===== config.mk =====
export PLATFORM = sky130hd
export DESIGN_NAME = uart_tx_sched
export DESIGN_NICKNAME = d
export VERILOG_FILES = /design/src/rtl/uart_tx_sched.sv
export SDC_FILE = /design/constraint.sdc
export NUM_CORES = 1
export LEC_CHECK = 0
export CAP_MARGIN = 10
export CELL_PAD_IN_SITES_DETAIL_PLACEMENT = 1
export CELL_PAD_IN_SITES_GLOBAL_PLACEMENT = 1
export CORE_MARGIN = 2
export CORE_UTILIZATION = 34
export DETAILED_ROUTE_END_ITERATION = 10
export HOLD_SLACK_MARGIN = 0.06
export PLACE_DENSITY = 0.92
export SETUP_SLACK_MARGIN = 0.02
export SLEW_MARGIN = 20
export SYNTH_ARGS = -nofsm -noshare
export SYNTH_HDL_FRONTEND = slang
export SYNTH_SLANG_ARGS = --single-unit

===== constraint.sdc =====
create_clock -name i_clk -period 4.6 [get_ports i_clk]
set_input_delay 0.92 -clock i_clk [delete_from_list [all_inputs] [get_ports i_clk]]
set_output_delay 0.92 -clock i_clk [all_outputs]
set_load 0.02 [all_outputs]

===== src/rtl/uart_tx_sched.sv =====
// uart_tx_sched
//   Shares one UART transmitter among NREQ byte producers. A round-robin
//   arbiter picks the next requester in IDLE, latches its byte, pulses
//   o_tx_start for one cycle, follows i_tx_busy through the frame and then
//   holds off for GAP idle cycles before the next grant. If the transmitter
//   never raises busy within ACK_TO cycles, o_err pulses and the byte is
//   dropped.
//
// Parameters
//   NREQ    number of requesters (2..8)
//   GAP     idle cycles after frame end before next grant (0 = none)
//   ACK_TO  cycles allowed for busy to rise after start (>=1)
//
// Ports
//   i_clk        system clock
//   i_rst_n      asynchronous reset, active-low
//   i_req_valid  [NREQ]    requester i has a byte pending
//   i_req_data   [NREQ*8]  byte of requester i at [8*i+7:8*i]
//   o_req_ready  [NREQ]    one-hot accept (transfer on valid & ready)
//   o_tx_data    [8]       byte presented to the transmitter
//   o_tx_start             one-cycle frame start pulse
//   i_tx_busy              transmitter frame in progress
//   o_grant_id   [clog2(NREQ)] index of requester currently served
//   o_active               high whenever not IDLE
//   o_err                  one-cycle pulse on ack timeout
module uart_tx_sched #(
  parameter int unsigned NREQ   = 4,
  parameter int unsigned GAP    = 16,
  parameter int unsigned ACK_TO = 64
) (
  input  logic                    i_clk,
  input  logic                    i_rst_n,
  input  logic [NREQ-1:0]         i_req_valid,
  input  logic [NREQ*8-1:0]       i_req_data,
  output logic [NREQ-1:0]         o_req_ready,
  output logic [7:0]              o_tx_data,
  output logic                    o_tx_start,
  input  logic                    i_tx_busy,
  output logic [$clog2(NREQ)-1:0] o_grant_id,
  output logic                    o_active,
  output logic                    o_err
);

  localparam int unsigned IW   = $clog2(NREQ);
  localparam int unsigned MAXC = (GAP > ACK_TO) ? GAP : ACK_TO;
  localparam int unsigned CW   = $clog2(MAXC + 1);

  typedef enum logic [2:0] {
    S_IDLE,
    S_START,
    S_WAIT_BUSY,
    S_WAIT_DONE,
    S_GAP
  } state_t;

  state_t        r_state;
  state_t        w_next;
  logic [IW-1:0] r_ptr;
  logic [IW-1:0] r_grant;
  logic [7:0]    r_tx_data;
  logic [CW-1:0] r_cnt;
  logic          r_err;

  logic [IW-1:0] w_win;
  logic          w_any;
  logic          w_timeout;
  logic          w_gap_done;

  // Round-robin scan starting just after the last winner.
  always_comb begin : arb
    int unsigned idx;
    logic [IW-1:0] sel;
    w_any = 1'b0;
    w_win = '0;
    idx   = 0;
    sel   = '0;
    for (int unsigned k = 1; k <= NREQ; k++) begin
      idx = (32'(r_ptr) + k) % NREQ;
      sel = IW'(idx);
      if (!w_any && i_req_valid[sel]) begin
        w_any = 1'b1;
        w_win = sel;
      end
    end
  end

  assign w_timeout  = (r_state == S_WAIT_BUSY) && !i_tx_busy &&
                      (r_cnt == CW'(ACK_TO - 1));
  assign w_gap_done = (r_cnt == CW'(GAP - 1));

  // State register
  always_ff @(posedge i_clk or negedge i_rst_n) begin
    if (!i_rst_n) r_state <= S_IDLE;
    else          r_state <= w_next;
  end

  // Next-state logic
  always_comb begin
    w_next = r_state;
    case (r_state)
      S_IDLE:      if (w_any) w_next = S_START;
      S_START:     w_next = S_WAIT_BUSY;
      S_WAIT_BUSY: begin
        if (i_tx_busy)      w_next = S_WAIT_DONE;
        else if (w_timeout) w_next = S_IDLE;
      end
      S_WAIT_DONE: if (!i_tx_busy) w_next = (GAP == 0) ? S_IDLE : S_GAP;
      S_GAP:       if (w_gap_done) w_next = S_IDLE;
      default:     w_next = S_IDLE;
    endcase
  end

  // Outputs; ready is also gated by reset so it reads zero while reset is held
  always_comb begin
    o_req_ready = '0;
    if ((r_state == S_IDLE) && i_rst_n && w_any)
      o_req_ready = NREQ'(1) << w_win;
    o_tx_start = (r_state == S_START);
    o_active   = (r_state != S_IDLE);
    o_tx_data  = r_tx_data;
    o_grant_id = r_grant;
    o_err      = r_err;
  end

  // Datapath: latched byte, pointer, shared timeout/gap counter, error pulse
  always_ff @(posedge i_clk or negedge i_rst_n) begin
    if (!i_rst_n) begin
      r_ptr     <= IW'(NREQ - 1);
      r_grant   <= '0;
      r_tx_data <= '0;
      r_cnt     <= '0;
      r_err     <= 1'b0;
    end else begin
      r_err <= w_timeout;
      case (r_state)
        S_IDLE: begin
          r_cnt <= '0;
          if (w_any) begin
            r_tx_data <= i_req_data[{w_win, 3'b000} +: 8];
            r_grant   <= w_win;
            r_ptr     <= w_win;
          end
        end
        S_START:     r_cnt <= '0;
        S_WAIT_BUSY: if (!i_tx_busy) r_cnt <= r_cnt + 1'b1;
        S_WAIT_DONE: r_cnt <= '0;
        S_GAP:       r_cnt <= r_cnt + 1'b1;
        default:     r_cnt <= '0;
      endcase
    end
  end

endmodule

# After elaboration in Yosys (flattened, before gate mapping)
# Cells that the tools add are included.
# totals
regBits	23
word_cells	68
input_bits	39
out_inout_bits	17
# op_classes
magnitude_cmp	4
addsub	5
shifts	2
muxes	25
n_eq_ne	11
n_reduce_logical	15
# ops
operator	n
32-bit by 6-bit indexed part select with 8-bit output	1
3-bit 2-to-1 mux	5
3-bit one-hot mux with 5 select lines	1
7-bit one-hot mux with 2 select lines	1
2-bit by 3-bit < comparator with 1-bit output (second input constant)	4
1-bit binary-select mux with 2-bit select	4
1-bit 2-to-1 mux	8
2-bit 2-to-1 mux	4
2-bit != test (second input constant)	4
7-bit by 1-bit adder with 7-bit output (second input constant)	1
7-bit by 4-bit == test with 1-bit output (second input constant)	1
7-bit by 6-bit == test with 1-bit output (second input constant)	1
1-bit logical AND	7
7-bit 2-to-1 mux	1
3-bit by 2-bit == test with 1-bit output (second input constant)	2
2-bit by 1-bit adder with 2-bit output (second input constant)	2
2-bit adder (second input constant)	2
1-bit zero test	4
4-bit 2-to-1 mux	1
4-bit AND reduction	1
1-bit by 2-bit << shifter with 4-bit output (first input constant)	1
3-bit by 1-bit == test with 1-bit output (second input constant)	1
3-bit == test (second input constant)	1
3-bit zero test	1
other kinds (3)	3

# Longest topological paths before layout
# Gate-level depths: netlist of run 1.
# logic_depth
ltp_word	15
ltp_mapped	7
mapped_depth_nobuf	6

# Worst setup path after synthesis of run 1
# OpenSTA, ideal clock, no wires.
# synth_timing
path_type	in2out
startpoint	input port i_req_valid[0]
endpoint	output port o_req_ready[2]
t_required_ns	3.680
path_buffers	0
arrival_ns	2.004
path_slack_ns	1.676
path_stages	5
cell_sequence	o21ai_1 o21ai_1 a211oi_2 nand3_1 nor2_1
# synth_via
elab_chain_len	14
elab_cells_between_ends	25
cone_classes	shift: 1; mux: 17; reduce/logical: 7
# synth_rtl
item	line	source
start: declaration	33	input logic [NREQ-1:0] i_req_valid,
1-bit binary-select mux with 2-bit select	80	if (!w_any && i_req_valid[sel]) begin
1-bit 2-to-1 mux (implied by the code)	80	
1-bit 2-to-1 mux	80	
1-bit zero test	80	
1-bit logical AND	80	
1-bit 2-to-1 mux	80	
1-bit zero test	80	
1-bit logical AND	80	
1-bit 2-to-1 mux	80	
1-bit zero test	80	
1-bit logical AND	80	
2-bit 2-to-1 mux or 1-bit 2-to-1 mux (tied branches)	80	
1-bit by 2-bit << shifter with 4-bit output or 1-bit logical AND (tied branches)	117, 116	
4-bit 2-to-1 mux *	116	if ((r_state == S_IDLE) && i_rst_n && w_any)
end: declaration	35	output logic [NREQ-1:0] o_req_ready,
# Every way passes the cells marked *; elsewhere a longest branch is shown, timed or not. The select of a mux whose other input is x is not followed.

# Worst setup path after layout of run 1
# layout_timing
startpoint	input port i_req_valid[1]
endpoint	output port o_req_ready[1]
# The elaborated chain is that of the path after synthesis.

==> results of run 1 <==
cell families after synthesis:
group | Yosys count
DFF | 23
muxes | 8
adders and majority gates | 1
AOI/OAI and AO/OA | 41
xor gates and xnor gates | 6
buffers and inverters | 8
and+or+nand+nor | 57
metal layers:
metal	wire length, um	GRT usage (%)
met5	0	0
met4	71	8.088
met3	126	2.435
met2	2128	31.37
met1	1876	23.37
registers in the layout (all words and copies together) (netlist names):
register and flops:
o_tx_data 8, r_cnt 7, r_state 3, o_grant_id 2
r_ptr 2, o_err 1
power breakdown:
| group | leakage [uW] | internal [uW] | switching (uW) | total (uW) |
|---|---|---|---|---|
| Combinational | 0.000511 | 281 | 342 | 623 |
| Sequential | 0.000280 | 283 | 74.1 | 357 |
| Clock | 0.0000228 | 62.0 | 68.1 | 130 |
worst min path at each step:
| stage | endpoint | from | slack [ps] | depth (start not counted) |
|---|---|---|---|---|
| final | o_grant_id[1] | o_grant_id[1] | 500 | 1 |
| after global routing | o_grant_id[1] | o_grant_id[1] | 520 | 1 |
| after CTS | o_grant_id[1] | o_grant_id[1] | 500 | 1 |
| after detailed placement | o_grant_id[1] | o_grant_id[1] | 470 | 1 |
| after global placement | o_grant_id[1] | o_grant_id[1] | 480 | 1 |
| after floorplan | r_cnt[1] | r_cnt[1] | 480 | 2 |
stage by stage:
stage                     instance area [um2]  std cells  utilization, %  power [uW]  hold WS (ps)
after floorplan                          1431        144               -       778.8         475.5
after global placement                   1988        246           49.35       961.5         478.3
after detailed placement                 1988        246           49.35       980.5         471.7
after CTS                                2033        250           50.47        1117         503.6
after global routing                     2033        250           50.47        1181         523.0
final                                    2033        250           50.47        1110         502.6
cell usage in the layout (no fill, tap or decap), types with 5 or more instances in the layout:
cell type | Yosys | layout
a211oi_1 | 5 | 5
a21boi_0 | 9 | 9
clkdlybuf4s50_1 | 0 | 55
dfrtp_1 | 21 | 21
mux2i_1 | 8 | 8
nand2_1 | 9 | 9
nand3_1 | 7 | 7
nor2_1 | 27 | 27
critical path, delay by kind of cell:
| kind | cells | cell delay (ps) |
|---|---|---|
| compound gates | 1 | 380 |
| buf+inv | 2 | 1060 |
| simple gates | 3 | 720 |
area by class of cell:
| type | count | area, um2 | area share (%) |
|---|---|---|---|
| clock buffer | 4 | 45.04 | 2.215 |
| inverter | 2 | 7.507 | 0.3692 |
| multi-input combinational | 113 | 767.0 | 37.72 |
| sequential | 23 | 578.1 | 28.43 |
| tap | 50 | 62.56 | 3.077 |
| timing repair buffer | 58 | 573.1 | 28.18 |
==> flow_metrics.env, run 1 <==
export IMPL_status="completed"
export IMPL_synth_flop_cell="dfrtp_1"
export IMPL_die_y_um=68.89
export IMPL_fin_crit_sh_pct=87.13
export IMPL_drt_initial_drc_count=41
export IMPL_synth_top_family_by_area="compound AO/OA/AOI/OAI gates"
export IMPL_antenna_found_initial=0
export IMPL_syn_nets=184
export IMPL_first_global_vias=1385
export IMPL_synth_edf_count=0
export IMPL_fmax_ghz=0.2495
export IMPL_synth_seq_cells=23
export IMPL_relSlewSlack_pct=56.13
export IMPL_hpwl_um=3142
export IMPL_crit_slowest_cell="clkdlybuf4s50_1"
export IMPL_worst_pin_slew_ps=655.7
export IMPL_fin_ws_ps=592.0
export IMPL_p_per_area_nw_per_um2=545.9
export IMPL_placementRows=23
export IMPL_grt_overflow_total=0
export IMPL_drc=0
export IMPL_synth_top_area_cell="dfrtp_1"
export IMPL_drive_gt1_share_pct=10.00
export IMPL_dp_slack_ps=613.1
export IMPL_cts_max_level=1
export IMPL_die_area_um2=4745
export IMPL_n_fill_cell=460
export IMPL_timing_rr_end="o_tx_data[4]"
export IMPL_clock_skew_ps=7.602
export IMPL_ys_types=37
export IMPL_arrival_ps=3090
export IMPL_irDropWorstVdd_v=0.0002999
export IMPL_syn_area_um2=1431
export IMPL_finalHoldViolCount=0
export IMPL_synth_compound_area_share_pct=24.56
export IMPL_cap_violations=0
export IMPL_portBuffers=55
export IMPL_crit_type="in -> out"
export IMPL_crit_chain="clkdlybuf4s50_1 > nor2b_1 > o21bai_2 > and2_4 > nor2_1 > clkdlybuf4s50_1"
export IMPL_io_pins=56
export IMPL_synthTopCellsByArea="dfrtp_1, nor2_1, mux2i_1"
export IMPL_nets=241
export IMPL_slew_viol_final=0
export IMPL_r2r_slack_ps=2460
export IMPL_cp_required_ps=3680
export IMPL_cts_root_buf="clkbuf_8"
export IMPL_cts_sinks=23
export IMPL_core_um2=4029
export IMPL_postCtsSetupBuffers=0
export IMPL_p_leak_uw=0.0008136
export IMPL_setup_worst_path_start="i_req_valid[1]"
export IMPL_grt_total_usage_pct=18.45
export IMPL_path_max_fanout=20
export IMPL_routed_via_density=5.404
export IMPL_start_util_pct=35.53
export IMPL_ctsHoldBuffers=0
export IMPL_postCtsResizedCells=0
export IMPL_reg2reg_depth=5
export IMPL_min_path_type="reg -> reg"
export IMPL_setup_viol_count_final=0
export IMPL_antenna_cells=0
export IMPL_grt_max_degree=21
export IMPL_synth_warnings=0
export IMPL_synth_most_common_cell="nor2_1"
export IMPL_muxShareOfSynthArea_pct=5.594
export IMPL_grt_pass1_wl_um=6486
export IMPL_cts_tree="built"
export IMPL_cts_buffers=3
export IMPL_clk_latency_ps=270
export IMPL_start_kind="primary input"
export IMPL_clock_path_buffers=2
export IMPL_routedWlPerCell_um=16.81
export IMPL_die_w_um=68.89
export IMPL_path_common_cell="clkdlybuf4s50_1"
export IMPL_via_count=1351
export IMPL_synthArstFlopShare_pct=100.0
export IMPL_syn_avg_cell_area_um2=9.940
export IMPL_seq_area_frac_synth_pct=40.38
export IMPL_tns_ps=0
export IMPL_rsz0062_at_grt="false"
export IMPL_synth_top_cell_area_share_pct=36.71
export IMPL_yosys_area_share_xor_xnor_pct=3.671
export IMPL_crit_end="o_req_ready[1]"
export IMPL_netlist_instances=144
export IMPL_path_clk_slew_ps=90
export IMPL_critPathCaptureType="output pin"
export IMPL_min_period_ps=4008
export IMPL_synthSimpleGateAreaFrac_pct=18.88
export IMPL_syn_to_final_growth_pct=42.05
export IMPL_synthTopCellsByCount="nor2_1, dfrtp_1, a21boi_0, nand2_1, mux2i_1"
export IMPL_gp_congestion=0.7926
export IMPL_synth_fa_ha_area_share_pct=0.8741
export IMPL_drtPass1Iterations=4
export IMPL_slowest_delay_ps=560
export IMPL_rr_startpoint="r_ptr[1]"
export IMPL_ant_nets=0
export IMPL_wl_um=4202
No activity file was read; power rests on OpenSTA's default activity.
==> run 2, diff against run 1 <==
- CORE_UTILIZATION: 34 -> 49
- DONT_BUFFER_PORTS: default -> 1
- PLACE_DENSITY: 0.92 -> 0.79
==> flow_metrics.env, run 2 (same netlist as run 1, synthesis figures left out) <==
export IMPL_status="completed"
export IMPL_first_global_vias=1158
export IMPL_critPathCaptureType="output pin"
export IMPL_mostFrequentLayoutCells="nor2_1, dfrtp_1, a21boi_0, nand2_1, mux2i_1"
export IMPL_tns_ps=0
export IMPL_grt_total_usage_pct=21.49
export IMPL_drive_gt1_share_pct=12.68
export IMPL_grt_busiest_layer="met2"
export IMPL_final_util_pct=51.45
export IMPL_die_y_um=58.05
export IMPL_cts_tree="built"
export IMPL_grt_util_met1_pct=26.88
export IMPL_grt_overflow_total=0
export IMPL_fin_crit_sh_pct=76.83
export IMPL_via_count=1121
export IMPL_setup_worst_path_start="r_state[2]"
export IMPL_ctsHoldBuffers=0
export IMPL_start_util_pct=51.91
export IMPL_clock_path_buffers=2
export IMPL_postCtsResizedCells=0
export IMPL_clk_latency_ps=310
export IMPL_cts_buffers=3
export IMPL_antenna_cells=0
export IMPL_r2r_slack_ps=2430
export IMPL_antenna_found_initial=0
export IMPL_setup_viol_count_final=0
export IMPL_grt_pass1_wl_um=5540
export IMPL_gp_congestion=0.7814
export IMPL_irDropWorstVdd_v=0.0003794
export IMPL_portBuffers=0
export IMPL_die_area_um2=3369
export IMPL_crit_type="reg -> out"
export IMPL_drtPass1Iterations=4
export IMPL_n_fill_cell=314
export IMPL_dp_slack_ps=1393
export IMPL_start_kind="register"
export IMPL_core_um2=2758
export IMPL_met2_usage_pct=38.64
export IMPL_grt_max_degree=26
export IMPL_min_path_type="in -> async"
export IMPL_grt_use_met3_pct=2.232
export IMPL_path_clk_slew_ps=140
export IMPL_min_period_ps=3534
export IMPL_cts_max_level=1
export IMPL_p_per_area_nw_per_um2=633.7
export IMPL_io_pins=56
export IMPL_syn_to_final_growth_pct=-0.8742
export IMPL_path_max_fanout=14
export IMPL_finalHoldViolCount=0
export IMPL_cts_root_buf="clkbuf_4"
export IMPL_relSlewSlack_pct=36.11
export IMPL_p_leak_uw=0.0005803
export IMPL_timing_rr_end="o_tx_data[6]"
export IMPL_placementRows=19
export IMPL_largest_reg_flops=8
export IMPL_arrival_ps=2610
export IMPL_wl_um=3394
export IMPL_drc=0
export IMPL_reg2reg_depth=4
export IMPL_placed_area_um2=1391
export IMPL_crit_end="o_req_ready[2]"
export IMPL_fmax_ghz=0.2829
export IMPL_rr_startpoint="r_state[2]"
export IMPL_cp_required_ps=3680
export IMPL_cap_violations=0
export IMPL_clock_skew_ps=11.46
export IMPL_routedWlPerCell_um=19.62
export IMPL_routed_via_density=6.480
export IMPL_cts_sinks=23
export IMPL_nets=183
export IMPL_hpwl_um=2576
export IMPL_postCtsSetupBuffers=0
export IMPL_slew_viol_final=0
export IMPL_postLayoutCellArea_um2=1419
export IMPL_mostFrequentLayoutCell="nor2_1"
export IMPL_die_w_um=58.05
export IMPL_ant_nets=0
export IMPL_fin_ws_ps=1066
export IMPL_worst_pin_slew_ps=954.7
export IMPL_rsz0062_at_grt="false"
export IMPL_drt_initial_drc_count=32
[run 2: report_power, final]
part,total [uW],switching (uW),internal [uW],leakage (uW)
registers,408,126,282,0.000280
clock network,96.7,64.2,32.5,0.0000177
logic,394,242,152,0.000283
total,899,433,467,0.000580
[run 2: metal layers]
layer | wire [um] | share of wire [%] | up-vias
li1 | - | - | 524
met1 | 1408 | 41 | 562
met2 | 1781 | 52 | 29
met3 | 148 | 4.4 | 6
met4 | 56 | 1.6 | 0
met5 | 0 | 0 | -
[run 2: cell type report]
type | instances | area [um2] | area share (%)
multi-input cells | 113 | 767.0 | 54.06
inverters | 2 | 7.507 | 0.5291
flip-flops and latches | 23 | 578.1 | 40.74
well taps | 31 | 38.79 | 2.734
clock inverters | 1 | 5.005 | 0.3527
clock buffers | 3 | 22.52 | 1.587
[run 2: through the flow]
| stage | hold WS [ps] | cells | total power (uW) |
|---|---|---|---|
| global route | 251.5 | 173 | 973.8 |
| global placement | 499.2 | 169 | 786.3 |
| CTS | 269.5 | 173 | 906.8 |
| floorplan | 475.5 | 144 | 778.8 |
| finish | 273.6 | 173 | 899.2 |
| detailed placement | 526.5 | 169 | 809.8 |
[run 2: critical path, stage by stage, from the launching register on]
cell	delay, ps
dfrtp_1	510
or3_4	480
nor2_1	760
nand3_1	200
nor2_1	350
[run 2: worst min-delay path by stage]
stage / start / endpoint / slack (ps) / cells after the start
after floorplan: r_cnt[1] / r_cnt[1] / 480 / 2
after global placement: r_cnt[1] / r_cnt[1] / 500 / 2
after detailed placement: r_ptr[0] / r_ptr[0] / 530 / 2
after CTS: i_rst_n / r_state[2] / 270 / 0
after global routing: i_rst_n / o_tx_data[3] / 250 / 0
final: i_rst_n / o_tx_data[3] / 270 / 0
